## src/rtl/cpu_pkg.sv

```systemverilog
// Shared CPU definitions: opcodes, the two-word C-field marker and the fetch state encoding.
package cpu_pkg;

   localparam logic [3:0] OpMov  = 4'd0;
   localparam logic [3:0] OpAdd  = 4'd1;
   localparam logic [3:0] OpSub  = 4'd2;
   localparam logic [3:0] OpAnd  = 4'd3;
   localparam logic [3:0] OpOr   = 4'd4;
   localparam logic [3:0] OpLoad = 4'd5;
   localparam logic [3:0] OpJump = 4'd6;
   localparam logic [3:0] OpStop = 4'd7;

   localparam logic [3:0] TwoWordC = 4'b1000;

   typedef enum logic [2:0] {
      StAddrHi,
      StWaitHi,
      StAddrLo,
      StWaitLo,
      StHold,
      StHalt
   } fetch_state_e;

   // MOV with C == 4'b1000 carries an extra immediate word.
   function automatic logic is_two_word(input logic [3:0] op, input logic [3:0] c);
      return (op == OpMov) && (c == TwoWordC);
   endfunction

endpackage

```

## src/rtl/instr_fetch_unit_reg.sv

```systemverilog
// Generic enabled register with synchronous active-high reset to a fixed value.
module instr_fetch_unit_reg #(
   parameter int unsigned       WIDTH     = 8,
   parameter logic [WIDTH-1:0]  RESET_VAL = '0
) (
   input  logic             clk,
   input  logic             rst,
   input  logic             en,
   input  logic [WIDTH-1:0] d,
   output logic [WIDTH-1:0] q
);

   always_ff @(posedge clk) begin
      if (rst) begin
         q <= RESET_VAL;
      end else if (en) begin
         q <= d;
      end
   end

endmodule

```

## src/rtl/instr_fetch_unit.sv

```systemverilog
// Fetches one- or two-word instructions from a fixed-latency memory and offers them
// through a valid/ready handshake; supports redirects and a STOP halt.
module instr_fetch_unit
   import cpu_pkg::*;
#(
   parameter int unsigned ADDR_WIDTH  = 6,
   parameter int unsigned DATA_WIDTH  = 16,
   parameter int unsigned MEM_LATENCY = 1,
   parameter int unsigned PC_RESET    = 8
) (
   input  logic                  clk,
   input  logic                  rst,
   input  logic [DATA_WIDTH-1:0] mem_in,
   output logic [ADDR_WIDTH-1:0] mem_addr,
   output logic [ADDR_WIDTH-1:0] pc,
   output logic                  instr_valid,
   input  logic                  instr_ready,
   output logic [DATA_WIDTH-1:0] instr_hi,
   output logic [DATA_WIDTH-1:0] instr_lo,
   output logic                  instr_two_word,
   output logic [ADDR_WIDTH-1:0] instr_pc,
   input  logic                  redirect_valid,
   input  logic [ADDR_WIDTH-1:0] redirect_pc,
   output logic                  halted
);

   localparam int unsigned CntW = $clog2(MEM_LATENCY + 2);
   localparam logic [CntW-1:0] CntLast = CntW'(MEM_LATENCY);

   fetch_state_e          state_q, state_d;
   logic [CntW-1:0]       cnt_q, cnt_d;
   logic                  pc_en, mar_en, ipc_en, cap_hi, cap_lo;
   logic [ADDR_WIDTH-1:0] pc_d;
   logic                  mem_two_word;

   assign mem_two_word = is_two_word(mem_in[DATA_WIDTH-1:DATA_WIDTH-4], mem_in[3:0]);

   instr_fetch_unit_reg #(
      .WIDTH     (ADDR_WIDTH),
      .RESET_VAL (ADDR_WIDTH'(PC_RESET))
   ) u_pc (
      .clk (clk),
      .rst (rst),
      .en  (pc_en),
      .d   (pc_d),
      .q   (pc)
   );

   instr_fetch_unit_reg #(
      .WIDTH     (ADDR_WIDTH),
      .RESET_VAL ('0)
   ) u_mar (
      .clk (clk),
      .rst (rst),
      .en  (mar_en),
      .d   (pc),
      .q   (mem_addr)
   );

   always_comb begin
      state_d = state_q;
      cnt_d   = cnt_q;
      pc_en   = 1'b0;
      pc_d    = pc + ADDR_WIDTH'(1);
      mar_en  = 1'b0;
      ipc_en  = 1'b0;
      cap_hi  = 1'b0;
      cap_lo  = 1'b0;
      if (redirect_valid) begin
         // Redirect wins over everything; any partially fetched instruction is dropped.
         state_d = StAddrHi;
         cnt_d   = '0;
         pc_en   = 1'b1;
         pc_d    = redirect_pc;
      end else begin
         unique case (state_q)
            StAddrHi: begin
               mar_en  = 1'b1;
               pc_en   = 1'b1;
               ipc_en  = 1'b1;
               cnt_d   = '0;
               state_d = StWaitHi;
            end
            StWaitHi: begin
               if (cnt_q == CntLast) begin
                  cap_hi  = 1'b1;
                  cnt_d   = '0;
                  state_d = mem_two_word ? StAddrLo : StHold;
               end else begin
                  cnt_d = cnt_q + CntW'(1);
               end
            end
            StAddrLo: begin
               mar_en  = 1'b1;
               pc_en   = 1'b1;
               cnt_d   = '0;
               state_d = StWaitLo;
            end
            StWaitLo: begin
               if (cnt_q == CntLast) begin
                  cap_lo  = 1'b1;
                  cnt_d   = '0;
                  state_d = StHold;
               end else begin
                  cnt_d = cnt_q + CntW'(1);
               end
            end
            StHold: begin
               if (instr_ready) begin
                  state_d = (instr_hi[DATA_WIDTH-1:DATA_WIDTH-4] == OpStop) ? StHalt : StAddrHi;
               end
            end
            StHalt:  state_d = StHalt;
            default: state_d = StAddrHi;
         endcase
      end
   end

   always_ff @(posedge clk) begin
      if (rst) begin
         state_q        <= StAddrHi;
         cnt_q          <= '0;
         instr_hi       <= '0;
         instr_lo       <= '0;
         instr_pc       <= '0;
         instr_two_word <= 1'b0;
      end else begin
         state_q <= state_d;
         cnt_q   <= cnt_d;
         if (ipc_en) begin
            instr_pc <= pc;
         end
         if (cap_hi) begin
            instr_hi       <= mem_in;
            instr_two_word <= mem_two_word;
         end
         if (cap_lo) begin
            instr_lo <= mem_in;
         end
      end
   end

   assign instr_valid = (state_q == StHold);
   assign halted      = (state_q == StHalt);

endmodule

```

## config.mk

```make
export PLATFORM = sky130hd
export DESIGN_NAME = instr_fetch_unit
export DESIGN_NICKNAME = d
export VERILOG_FILES = /design/src/rtl/cpu_pkg.sv /design/src/rtl/instr_fetch_unit_reg.sv /design/src/rtl/instr_fetch_unit.sv
export SDC_FILE = /design/constraint.sdc
export NUM_CORES = 1
export LEC_CHECK = 0
export ABC_AREA = 1
export CORE_UTILIZATION = 35
export CTS_BUF_LIST = sky130_fd_sc_hd__clkbuf_16
export CTS_CLUSTER_DIAMETER = 200
export DETAILED_ROUTE_END_ITERATION = 6
export RECOVER_POWER = 50
export SYNTH_ARGS = -nofsm -noshare
export SYNTH_HDL_FRONTEND = slang
export SYNTH_HIERARCHICAL = 1
export SYNTH_SLANG_ARGS = --single-unit
export TNS_END_PERCENT = 50
```

## constraint.sdc

```tcl
create_clock -name clk -period 1.3 [get_ports clk]
set_input_delay 0.195 -clock clk [delete_from_list [all_inputs] [get_ports clk]]
set_output_delay 0.195 -clock clk [all_outputs]
set_load 0.02 [all_outputs]
```

Word level (Yosys, flattened, before mapping)
Cells that the tools add are included.
{"block": "word_totals", "out_inout_bits": 53, "word_cells": 48, "inputBits": 26, "regBits": 56}
{"block": "classes", "mux": 19, "eq_ne": 11, "addsub": 2, "n_reduce_logical": 8}
{"operator": "3-bit case mux with 6 select lines", "count": 1}
{"operator": "3-bit 2-to-1 mux", "count": 5}
{"operator": "1-bit 2-to-1 mux", "count": 10}
{"operator": "6-bit by 1-bit adder with 6-bit output (second input constant)", "count": 1}
{"operator": "3-bit by 2-bit equality test with 1-bit output (second input constant)", "count": 2}
{"operator": "3-bit equality test (second input constant)", "count": 2}
{"operator": "6-bit 2-to-1 mux", "count": 1}
{"operator": "2-bit OR reduction", "count": 3}
{"operator": "4-bit by 3-bit equality test with 1-bit output (second input constant)", "count": 1}
{"operator": "4-bit equality test (second input constant)", "count": 1}
{"operator": "4-bit logical NOT", "count": 1}
{"operator": "2-bit inequality test (second input constant)", "count": 2}
{"operator": "2-bit case mux with 2 select lines", "count": 1}
{"operator": "3-bit by 1-bit equality test with 1-bit output (second input constant)", "count": 1}
{"operator": "3-bit logical NOT", "count": 1}
{"operator": "3-bit AND reduction", "count": 1}
{"operator": "2-bit by 1-bit adder with 2-bit output (second input constant)", "count": 1}
{"operator": "2-bit by 1-bit equality test with 1-bit output (second input constant)", "count": 1}
{"operator": "2-bit 2-to-1 mux", "count": 1}
{"operator": "2-bit by 1-bit inequality test with 1-bit output (second input constant)", "count": 1}
{"operator": "2-bit nonzero test", "count": 1}
{"operator": "1-bit logical AND", "count": 1}

Depth between registers and ports, before layout
{"block": "logic_depth", "ltp_word": 5, "ltp_mapped": 9, "mapped_depth_nobuf": 9}

Modules after synthesis
The synthesis kept the hierarchy.
{"module": "instr_fetch_unit", "cells_per_inst": 246, "seq_area_each_um2": 880.8, "n_inst": 1, "area_per_inst_um2": 1850.5}
{"module": "instr_fetch_unit_reg at u_mar", "cells_per_inst": 38, "seq_area_each_um2": 120.1, "n_inst": 1, "area_per_inst_um2": 247.7}
{"module": "instr_fetch_unit_reg at u_pc", "cells_per_inst": 37, "seq_area_each_um2": 120.1, "n_inst": 1, "area_per_inst_um2": 245.2}

Worst setup path after synthesis
Ideal clock, no wire load.
{"block": "synth_timing", "path_type": "register -> register", "start": "register u_pc.q[0]", "end": "register u_pc.q[4]", "stages_incl_launch_ff": 10, "path_buffers": 0, "setup_time_ps": 114, "path_slack_ps": -71, "required_ps": 1186, "period_less_slack_ps": 1371, "t_arrival_ps": 1258, "path_cell_list": "dfxtp_1 > ha_1 > nand2_1 > nor2_1 > xnor2_1 > o21ai_0 > inv_1 > nand2_1 > nand2_1 > nor2_1"}
{"block": "synth_between", "elab_chain_len": 2}
{"item": "start: declaration", "line": "instr_fetch_unit_reg.sv:10", "rtl": "output logic [WIDTH-1:0] q"}
{"item": "start signal: assignment", "line": "instr_fetch_unit_reg.sv:15", "rtl": "q <= RESET_VAL;"}
{"item": "start signal: assignment", "line": "instr_fetch_unit_reg.sv:17", "rtl": "q <= d;"}
{"item": "6-bit by 1-bit adder with 6-bit output", "line": "instr_fetch_unit.sv:64", "rtl": "pc_d = pc + ADDR_WIDTH'(1);"}
{"item": "6-bit 2-to-1 mux", "line": "instr_fetch_unit.sv:69", "rtl": "if (redirect_valid) begin"}
{"item": "named net pc_d[4]", "line": "instr_fetch_unit.sv:33", "rtl": "logic [ADDR_WIDTH-1:0] pc_d;"}
The timed path passes the listed nets, and every way through them passes these cells.
A chain may end at the register's enable or synchronous reset.

Worst setup path in the final report
{"block": "layout_timing", "start": "register state_q[0]", "end": "register instr_lo[12]"}
{"block": "layout_between", "elab_chain_len": 3}
{"item": "start: declaration", "line": "instr_fetch_unit.sv:30", "rtl": "fetch_state_e state_q, state_d;"}
{"item": "start signal: assignment", "line": "instr_fetch_unit.sv:121", "rtl": "state_q <= StAddrHi;"}
{"item": "start signal: assignment", "line": "instr_fetch_unit.sv:128", "rtl": "state_q <= state_d;"}
{"item": "3-bit by 2-bit equality test with 1-bit output", "line": "instr_fetch_unit.sv:76", "rtl": "unique case (state_q)"}
{"item": "1-bit 2-to-1 mux", "line": "instr_fetch_unit.sv:76"}
{"item": "1-bit 2-to-1 mux", "line": "instr_fetch_unit.sv:69"}
{"item": "end signal: assignment", "line": "instr_fetch_unit.sv:138", "rtl": "instr_lo <= mem_in;"}
{"item": "end: declaration", "line": "instr_fetch_unit.sv:19", "rtl": "output logic [DATA_WIDTH-1:0] instr_lo,"}
Every way passes these cells.

==> run summary <==
The area enclosed by the die boundary came out at about 7000 um^2. The number of warning messages in the yosys log is 6. The post-synthesis instance area came out at roughly 2300 um^2. Cells with a size suffix above 1 make up about a fifth of the layout. The worst setup path is captured at a register. Broken down by cell family, the worst path's largest delay share belongs to buffers and inverters. The clock input transition at the sequential cells of the worst setup and hold paths came out at roughly 0.070 ns. The final critical path takes up 100% of the cycle. The final-report hold violation count was 0. The endpoint identified for the worst register-to-register timing path is instr_lo[12]. The clock net in this run drives a total of between 50 and 60 sinks. The x dimension of the die is approximately 84 um.

The area added between synthesis and finish came out at 60.4%. In this run the worst path has a maximum fanout of 9. TritonCTS built the clock tree.

The slowest stage of the critical path belongs to the cell sky130_fd_sc_hd__dfxtp_2. The number of maximum-capacitance violations is 0. For the worst setup path, the data arrival time is 1.53 ns. The congestion estimate from routability-driven global placement came to 0.828.

The worst slew margin relative to its limit is between 80% and 90%. The first routing iteration left around 120 violations. The via count came out at 2413. The area occupied by registers came out at 1130 um^2. The startpoint identified for the worst register-to-register timing path is state_q[0]. The via count normalized by instance count came out at approximately 4.6. The number of iterations in the first detailed-routing pass is 7. The setup skew after layout is around 0.0058 ns. The synthesized netlist cell count came out at approximately 320. The data required time at the worst endpoint came out at ~1.5 ns. The sum of routed wire length over all layers came out at 6250 um. The number of instances in the placed design is ~500. Setup slack on the critical path of the routed design comes to -0.000726 ns. IR analysis of the VDD net gives a maximum drop of slightly above 700 uV. The total overflow reported by the global router came out at 0. The H-tree generated during clock tree synthesis spans 2 levels. The area inside the core boundary came out at roughly 6400 um^2.

Leaving out fill and tap cells, the most frequent cell in the layout is sky130_fd_sc_hd__nor2_1. The post-synthesis register bit count came out at 56. The HPWL after detailed placement came out at between 4000 and 5000 um.

The top cell types in the final layout, fill and taps aside, are 66 x sky130_fd_sc_hd__nor2_1, 57 x sky130_fd_sc_hd__nand2_1, 51 x sky130_fd_sc_hd__dlygate4sd2_1. After detailed routing, the average wire length per cell comes to 11.9 um. The average cell area after synthesis is 7.30 um^2. The count of nets left with antenna violations once routing finished came out at 0. The via count of the first global-routing pass is roughly 2100. The number of nets at the end of the flow is between 400 and 500. The minimum clock period is 1.30 ns. The maximum clock insertion buffer count came out at 2.

The pin count of the biggest net entering global routing came out at 33. The layout filler cell count came out at roughly 630. The repair_antennas step left the layout with diodes totalling 0. The net count of the mapped netlist is 348. Hold timing on the final database bottoms out at a slack of ~0.46 ns. The path class of the tightest hold or removal check is register to register. The end point of the critical path is instr_lo[12].

The critical path goes through inv_2 > buf_6 > nor2_4 > nand2_2 > nor2_4 > buf_12 > buf_6 > o21ai_1 > a21oi_1. For this run, design rule violations remaining after detail routing come to 9. The finished layout holds roughly 530 standard cells, fillers aside. Measured in cells, the most critical reg-to-reg path has a length of 9. For this run, the top clock speed supported by timing is 769 MHz. The path length in cells of the critical path is 9. The global-route wire length before repair is between 10000 and 15000 um. Cells fill a little under 60% of the core in the end. Setup violations remaining at the end of the flow were counted as 1. Tracing the worst setup path back leads to its startpoint at state_q[0]. The run finished, with violations left. The number of I/O port buffers came out at 78.

Setup repair after global routing could not meet its margin everywhere. The critical path buffer and inverter count came out at 4. The actual slew at the worst max-slew pin is approximately 0.25 ns.

The final reports fail on design-rule violations, negative setup slack. The floorplan row count is 29. In this design, the stage delay of the slowest critical-path cell is 0.34 ns. The die outline height is 83.8 um. The max-slew violation count is 0. The number of placed I/O pins is 79.

The area used by multi-input combinational logic is between 1000 and 1500 um^2. After detailed placement, the total cell area comes to roughly 3500 um^2. The initial core utilization is 36.5%. The analysis attributes to cell leakage a power of around 1.9 nW. The clock root buffer is sky130_fd_sc_hd__clkbuf_16. The total power came out at about 3.8 mW. The total global-route track usage came out at between 10% and 20%.

The count of unique library cells instantiated by Yosys came out at 25. The class of the most critical setup path is register to register. Across all register-to-register paths, the minimum setup slack is -0.0007 ns. The number of antenna violations at the first check in global routing was 0. Sequential cells were found to cover 47.8% of the synthesized design area. For the worst-skew pair, the clock arrives at the later sink with an insertion delay of between 0.2 and 0.3 ns. The finished cells cover between 3000 and 4000 um^2. The kind of start point of the critical path is a register. The total power density per cell area came out at 1010 nW/um^2. Clock tree synthesis inserted a total of 5 buffers.
worst min-delay path by stage:
| stage | end | from | slack, ns | depth (start not counted) |
|---|---|---|---|---|
| CTS | instr_pc[4] | instr_pc[4] | 0.46 | 2 |
| floorplan | instr_lo[10] | mem_in[10] | 0.33 | 2 |
| detailed placement | instr_pc[4] | instr_pc[4] | 0.45 | 2 |
| global route | instr_pc[4] | instr_pc[4] | 0.48 | 2 |
| global placement | instr_pc[5] | instr_pc[5] | 0.45 | 2 |
| finish | instr_pc[4] | instr_pc[4] | 0.46 | 2 |
power breakdown:
group	switching (mW)	internal (mW)
Sequential	0.0417	1.77
Clock	0.662	0.733
Combinational	0.307	0.297
cell usage after synthesis:
library cell                n  area, um^2
sky130_fd_sc_hd__a211oi_2   1        12.5
sky130_fd_sc_hd__a21oi_1   22         110
sky130_fd_sc_hd__a21oi_2    2        17.5
sky130_fd_sc_hd__buf_2      1        5.00
sky130_fd_sc_hd__buf_4      1        7.51
sky130_fd_sc_hd__buf_6      5        56.3
sky130_fd_sc_hd__clkbuf_1   4        15.0
sky130_fd_sc_hd__dfxtp_1   56        1120
sky130_fd_sc_hd__ha_1       1        12.5
sky130_fd_sc_hd__inv_1     31         116
sky130_fd_sc_hd__inv_2      6        22.5
sky130_fd_sc_hd__nand2_1   58         218
sky130_fd_sc_hd__nand2_2    1        6.26
sky130_fd_sc_hd__nand3_1   12        60.1
sky130_fd_sc_hd__nand3_2    2        20.0
sky130_fd_sc_hd__nor2_1    70         263
sky130_fd_sc_hd__nor2_2     1        6.26
sky130_fd_sc_hd__nor2_4     3        33.8
sky130_fd_sc_hd__nor3_2     1        10.0
sky130_fd_sc_hd__o211ai_1   1        7.51
sky130_fd_sc_hd__o21ai_0   14        70.1
sky130_fd_sc_hd__o21ai_1   24         120
sky130_fd_sc_hd__or2_1      1        6.26
sky130_fd_sc_hd__xnor2_1    1        8.76
sky130_fd_sc_hd__xor2_1     2        17.5
kinds of logic (layout without fill, tap and decap cells):
family / after synthesis / in the layout / share of synthesized area, %
adder cells (fa/ha/maj): 1 / 1 / 0.534
AND/OR/NAND/NOR: 149 / 149 / 26.6
AO/OA/AOI/OAI: 64 / 64 / 14.4
buffers and inverters: 48 / 175 / 9.50
XOR/XNOR: 3 / 3 / 1.12
flip-flops: 56 / 56 / 47.8
per-stage QoR:
stage | setup slack, ns | TNS, ns
detailed placement | -0.274 | -9.03
floorplan | -0.0470 | -0.0470
global route | -0.0906 | -0.877
finish | -0.000726 | -0.000726
CTS | -0.0486 | -0.339
global placement | -0.214 | -7.88
per-layer routing:
layer / track usage (%) / up-vias / part of all wire (%)
li1: - / 1268 / -
met1: 23.7 / 1092 / 46
met2: 29.4 / 49 / 49
met3: 2.37 / 4 / 3.4
met4: 6.11 / 0 / 0.96
met5: 0 / - / 0
timing repair:
item | in CTS | in global routing
buffers inserted | 0 | 12
resized for setup | 61 | 29
gates cloned | 0 | 1
setup endpoints to repair | 76 | 46
endpoints found under the hold margin | 0 | 0
hold buffers | 0 | 0
pin swaps | 1 | 7
cell type report:
class	instances	share of cell area, %
sequential	56	30.2
inverter	37	3.76
timing repair buffer	130	31.7
tap	77	2.56
clock buffer	5	3.33
clock inverter	3	0.732
multi-input combinational	217	27.7
worst min-delay path, stage by stage, from the launching register on:
cell,delay (ns)
sky130_fd_sc_hd__dfxtp_1,0.31
sky130_fd_sc_hd__nand2_1,0.06
sky130_fd_sc_hd__a21oi_1,0.05
state kept, by name, summed over array words and instances, names as in the netlist:
register and count:
instr_hi 16, instr_lo 16, instr_pc 6, u_mar/q 6
u_pc/q 6, state_q 3, cnt_q 2, instr_two_word 1
Note: power is estimated with default switching activity, not from simulation.
